`config.mk`:
```
export PLATFORM = sky130hd
export DESIGN_NAME = usbfs_serial_tx_arb_flat
export DESIGN_NICKNAME = d
export VERILOG_FILES = /design/src/rtl/usbfs_serial_tx_arb_if.sv /design/src/rtl/usbfs_serial_tx_arb.sv /design/src/flat_wrapper.sv
export SDC_FILE = /design/constraint.sdc
export NUM_CORES = 1
export LEC_CHECK = 0
export CORE_MARGIN = 2
export CORE_UTILIZATION = 58
export CTS_BUF_LIST = sky130_fd_sc_hd__clkbuf_8
export DETAILED_ROUTE_END_ITERATION = 6
export DONT_BUFFER_PORTS = 1
export HOLD_SLACK_MARGIN = 0.05
export MAX_ROUTING_LAYER = met4
export PLACE_DENSITY = 0.76
export SKIP_LAST_GASP = 1
export SLEW_MARGIN = 30
export SYNTH_ARGS = -nofsm -noshare
export SYNTH_HDL_FRONTEND = slang
export SYNTH_SLANG_ARGS = --single-unit
```
`constraint.sdc`:
```
create_clock -name i_clk -period 2 [get_ports i_clk]
set_clock_uncertainty 0.05 [all_clocks]
set_input_delay 0.6 -clock i_clk [delete_from_list [all_inputs] [get_ports i_clk]]
set_output_delay 0.6 -clock i_clk [all_outputs]
set_load 0.01 [all_outputs]
```
`src/rtl/usbfs_serial_tx_arb_if.sv`:
```
// Handshake bundle between byte producers, the tx arbiter and the serial endpoint.
// The slave modport is the arbiter's view; the master modport drives it.
interface usbfs_serial_tx_arb_if #(
    parameter int N_REQ = 4
);
    logic [N_REQ-1:0]   i_req_valid;
    logic [N_REQ-1:0]   o_req_ready;
    logic [8*N_REQ-1:0] i_req_data;
    logic               o_valid;
    logic               i_ready;
    logic [7:0]         o_data;
    logic [N_REQ-1:0]   o_grant;
    logic               o_busy;

    modport slave (
        input  i_req_valid, i_req_data, i_ready,
        output o_req_ready, o_valid, o_data, o_grant, o_busy
    );

    modport master (
        output i_req_valid, i_req_data, i_ready,
        input  o_req_ready, o_valid, o_data, o_grant, o_busy
    );
endinterface

```
`src/rtl/usbfs_serial_tx_arb.sv`:
```
// Round-robin burst arbiter merging N_REQ byte streams onto the USB devToHost stream.
// Define USBFS_SERIAL_TX_ARB_HDR_EN to prefix every burst with a {4'hA, grant} header byte.
module usbfs_serial_tx_arb #(
    parameter int N_REQ     = 4,
    parameter int BURST_MAX = 8
) (
    input  logic                  i_clk,
    input  logic                  i_rst,
    usbfs_serial_tx_arb_if.slave  bus
);
    localparam int IDX_W = $clog2(N_REQ);
    localparam int CNT_W = $clog2(BURST_MAX) + 1;

    typedef enum logic [1:0] {S_IDLE, S_HDR, S_BURST} state_e;

    state_e                     state_q;
    logic [IDX_W-1:0]           grant_idx_q;
    logic [N_REQ-1:0]           grant_q;
    logic [IDX_W-1:0]           rr_idx_q;
    logic [CNT_W-1:0]           cnt_q;

    logic [N_REQ-1:0][7:0]      req_bytes;
    logic                       pick_vld;
    logic [IDX_W-1:0]           pick_idx;
    logic                       g_valid;

    assign req_bytes = bus.i_req_data;
    assign g_valid   = bus.i_req_valid[grant_idx_q];

    // Descending scan so the requester closest to rr_idx (upward, wrapping) wins last.
    always_comb begin
        pick_vld = 1'b0;
        pick_idx = '0;
        for (int i = N_REQ - 1; i >= 0; i--) begin
            int j;
            j = int'(rr_idx_q) + i;
            if (j >= N_REQ) j = j - N_REQ;
            if (bus.i_req_valid[j]) begin
                pick_vld = 1'b1;
                pick_idx = IDX_W'(j);
            end
        end
    end

    always_ff @(posedge i_clk or posedge i_rst) begin
        if (i_rst) begin
            state_q     <= S_IDLE;
            grant_idx_q <= '0;
            grant_q     <= '0;
            rr_idx_q    <= '0;
            cnt_q       <= '0;
        end else begin
            case (state_q)
                S_IDLE: begin
                    if (pick_vld) begin
                        grant_idx_q <= pick_idx;
                        grant_q     <= N_REQ'(1) << pick_idx;
                        cnt_q       <= '0;
`ifdef USBFS_SERIAL_TX_ARB_HDR_EN
                        state_q     <= S_HDR;
`else
                        state_q     <= S_BURST;
`endif
                    end
                end
`ifdef USBFS_SERIAL_TX_ARB_HDR_EN
                S_HDR: begin
                    if (bus.i_ready) state_q <= S_BURST;
                end
`endif
                S_BURST: begin
                    // An idle requester and a final counted transfer both end the burst here, once.
                    if (!g_valid || (bus.i_ready && cnt_q == CNT_W'(BURST_MAX - 1))) begin
                        state_q  <= S_IDLE;
                        grant_q  <= '0;
                        rr_idx_q <= (grant_idx_q == IDX_W'(N_REQ - 1)) ? '0 : grant_idx_q + 1'b1;
                    end else if (bus.i_ready) begin
                        cnt_q <= cnt_q + 1'b1;
                    end
                end
                default: state_q <= S_IDLE;
            endcase
        end
    end

    always_comb begin
        bus.o_valid     = 1'b0;
        bus.o_data      = 8'h00;
        bus.o_req_ready = '0;
        case (state_q)
            S_BURST: begin
                bus.o_valid     = g_valid;
                bus.o_data      = req_bytes[grant_idx_q];
                bus.o_req_ready = grant_q & {N_REQ{bus.i_ready}};
            end
`ifdef USBFS_SERIAL_TX_ARB_HDR_EN
            S_HDR: begin
                bus.o_valid = 1'b1;
                bus.o_data  = {4'hA, 4'(grant_idx_q)};
            end
`endif
            default: ;
        endcase
    end

    assign bus.o_grant = grant_q;
    assign bus.o_busy  = (state_q != S_IDLE);
endmodule

```
`src/flat_wrapper.sv`:
```
// flat-port wrapper written by rule: the top's interface ports become plain ports
module usbfs_serial_tx_arb_flat 
#(
    parameter int N_REQ     = 4,
    parameter int BURST_MAX = 8
)
  (i_clk, i_rst, bus_i_req_valid, bus_i_req_data, bus_i_ready, bus_o_req_ready, bus_o_valid, bus_o_data, bus_o_grant, bus_o_busy);
  usbfs_serial_tx_arb_if #(.N_REQ(N_REQ)) bus_i ();
  input  logic i_clk;
  input  logic i_rst;
  input wire logic [$bits(bus_i.i_req_valid)-1:0] bus_i_req_valid;
  input wire logic [$bits(bus_i.i_req_data)-1:0] bus_i_req_data;
  input wire logic [$bits(bus_i.i_ready)-1:0] bus_i_ready;
  output wire logic [$bits(bus_i.o_req_ready)-1:0] bus_o_req_ready;
  output wire logic [$bits(bus_i.o_valid)-1:0] bus_o_valid;
  output wire logic [$bits(bus_i.o_data)-1:0] bus_o_data;
  output wire logic [$bits(bus_i.o_grant)-1:0] bus_o_grant;
  output wire logic [$bits(bus_i.o_busy)-1:0] bus_o_busy;
  assign bus_i.i_req_valid = bus_i_req_valid;
  assign bus_i.i_req_data = bus_i_req_data;
  assign bus_i.i_ready = bus_i_ready;
  assign bus_o_req_ready = bus_i.o_req_ready;
  assign bus_o_valid = bus_i.o_valid;
  assign bus_o_data = bus_i.o_data;
  assign bus_o_grant = bus_i.o_grant;
  assign bus_o_busy = bus_i.o_busy;
  usbfs_serial_tx_arb #(.N_REQ(N_REQ), .BURST_MAX(BURST_MAX)) u_core (.i_clk(i_clk), .i_rst(i_rst), .bus(bus_i));
endmodule
```
==> metrics.txt <==
Chip Height=45.9 um; Achievable Freq=0.479 GHz; slack of the critical path=-0.0862 ns; largest net degree at the start of global routing=21; non-filler instance count after layout=115; number of placed instances, taps included=106; cell area after placement=0.00104 mm2; fill cell instance count of the final layout=roughly 130; sequential fraction of the synthesis area=31.9%; unrepaired setup endpoints after global routing=true; path type of the worst setup path=flip-flop to output port; H-tree depth=1; routed len/inst=19.9 um; # port buffers=0; Ports=57; period utilization=104%; area of the die=0.00211 mm2; net count of the finished layout=140; final sum of negative setup slack=-0.590 ns; register bit count reported by yosys=13; transition at the pin with the smallest max-transition slack=between 0.4 and 0.5 ns; startpoint of the worst-slack reg-to-reg timing path=u_core.grant_idx_q[0]; number of core rows=15; post-synth net total=131; area grow syn2layout=10.7%; clock slew at reported path FFs=around 0.06 ns; total non-filler cell area in the finished layout=0.00113 mm2; DPL Wire Length=around 1700 um; cell types with the largest area share after synthesis=sky130_fd_sc_hd__dfrtp_1, sky130_fd_sc_hd__mux4_1, sky130_fd_sc_hd__and2_1, sky130_fd_sc_hd__nand2_1, sky130_fd_sc_hd__and3_1; Final setup viols=9; TritonRoute pass-1 iters=4; maximum buffer depth of the clock tree=2; total design power=around 1.8 mW; Hold Crit Class=input port to async pin; global route total overflow=0; number of cells produced by synthesis=90; area leader, netlist=sky130_fd_sc_hd__dfrtp_1; post-synthesis cell area=just over 0.001 mm2; worst-case vdd ir drop=0.901 mV; total length of routed wires=2290 um; share of final-layout standard cells stronger than drive strength 1=37.8%; antenna violation net count after detailed routing=0; WP data required=1.35 ns; count of pins over their slew limit=0; number of hold-slack violations in the final timing report=0; worst hold margin=0.207 ns; global-route wire length before repair=3420 um; portion of synthesized cell area occupied by the leading cell type=between 30% and 40%; highest-count cells in the layout ignoring fill and taps=sky130_fd_sc_hd__dfrtp_1, sky130_fd_sc_hd__and2_4, sky130_fd_sc_hd__mux4_2; core utilization of the finished layout=66.7%; max_cap viols=0; Clk Tree Root Cell=sky130_fd_sc_hd__clkbuf_8; violated checks=setup timing; leakage power figure=0.519 nW; total clock buffers created by CTS=3; initial antenna violation count=0; area of the core=0.00169 mm2; Worst Setup End Kind=output port; result of the run=complete, but fails checks; detailed-route vias per instance=7.03; synthesized area divided by synthesized cell count=11.3 um2; worst-path maximum fanout=5; worst skew pair latency=0.25 ns; worst reg-to-reg setup slack=0.10 ns; Routability Congestion=0.835; power density of the placed cells=1580 mW/mm2; Tot GR Track Use=23.8%; crit path launch type=flip-flop; CTS Sinks=13; CTS tree=built; most frequent standard cell in the layout excluding fill and tap cells=sky130_fd_sc_hd__dfrtp_1; critical path arrival=between 1 and 1.5 ns; number of synthesized flops with an enable pin=0; leading register cell type out of synthesis=sky130_fd_sc_hd__dfrtp_1; Critical path origin=u_core.grant_idx_q[0]; number of antenna diodes=0; clock period minus final worst setup slack=around 2.1 ns; post-place setup slack=-0.0239 ns; DRC violations left=0; starting utilization of the core area=60.3%; max_slew headroom=approximately two thirds; number of global-route vias before repair=802; Die X-Extent=45.9 um; Async SR Flop Fraction=100%; count of vias placed by the detailed router=between 800 and 900; distinct cell type count of the synthesized netlist=39; count of hold buffers inserted by post-cts repair=0; violation count after the first detailed-route iteration=11; number of warning messages in the yosys log=0
[state kept, by name, indices dropped and copies added, names as in the netlist]
| register | flops |
|---|---|
| u_core.cnt_q | 4 |
| u_core.rr_idx_q | 2 |
| u_core.grant_idx_q | 2 |
| u_core.state_q | 1 |
| u_core.bus.o_grant | 4 |
[layout make-up]
type | count | area [um2] | area share (%)
tap | 17 | 21.3 | 1.89
clock buffer | 3 | 41.3 | 3.66
multi-input combinational | 70 | 651 | 57.7
sequential | 13 | 328 | 29.1
inverter | 3 | 11.3 | 0.999
timing repair buffer | 8 | 71.3 | 6.33
clock inverter | 1 | 3.75 | 0.333
[Yosys cell counts (2+ instances only)]
library cell	n
sky130_fd_sc_hd__dfrtp_1	13
sky130_fd_sc_hd__o21ai_0	3
sky130_fd_sc_hd__and3_1	4
sky130_fd_sc_hd__nor2_1	3
sky130_fd_sc_hd__mux4_1	8
sky130_fd_sc_hd__inv_1	3
sky130_fd_sc_hd__nand2b_1	2
sky130_fd_sc_hd__xor2_1	2
sky130_fd_sc_hd__ha_1	2
sky130_fd_sc_hd__mux2i_1	2
sky130_fd_sc_hd__clkbuf_1	3
sky130_fd_sc_hd__nand2_1	8
sky130_fd_sc_hd__and2_1	8
sky130_fd_sc_hd__a21oi_1	2
sky130_fd_sc_hd__a22o_1	2
sky130_fd_sc_hd__a21o_1	2
[metal layers]
metal / share of wire [%] / track usage, %
met1: 36 / 25.4
met2: 55 / 41.7
met3: 7.2 / 5.95
met4: 1.5 / 9.14
met5: 0 / -
[path summary, 6_finish.rpt]
check / endpoint / cells past startpoint
worst max register to register: u_core.bus.o_grant[3] / 7
min in group i_clk: u_core.rr_idx_q[0] / 2
worst max-delay path: bus_o_data[7] / 3
worst min-delay path: u_core.cnt_q[1] / 1
worst min register to register: u_core.rr_idx_q[0] / 2
max in group asynchronous: u_core.grant_idx_q[0] / 1
[logic make-up (layout without fill, tap and decap cells)]
kind of cell / count (synthesis) / count (layout) / share of synthesized area (%)
fa+ha+maj: 2 / 2 / 2.46
simple gates: 37 / 37 / 21.1
xor+xnor: 2 / 2 / 1.72
mux: 12 / 12 / 25.9
flops: 13 / 13 / 31.9
compound gates: 17 / 17 / 13.5
buf+inv: 7 / 15 / 3.32
[critical path, cell delays in order, from the launching register on]
cell and delay (ns):
sky130_fd_sc_hd__dfrtp_2 0.37, sky130_fd_sc_hd__buf_6 0.14, sky130_fd_sc_hd__mux4_2 0.50, sky130_fd_sc_hd__and2_4 0.18
[power breakdown]
| part | internal, mW | leakage (nW) | total (mW) | switching (mW) |
|---|---|---|---|---|
| Sequential | 0.369 | 0.166 | 0.530 | 0.161 |
| Clock | 0.136 | 0.0269 | 0.234 | 0.0980 |
| Combinational | 0.592 | 0.327 | 1.02 | 0.428 |
[repair_timing]
action | CTS | global route
setup endpoints to repair | 9 | 13
resized for setup | 23 | 1
buffers inserted | 4 | 1
No activity file was read; power rests on OpenSTA's default activity.
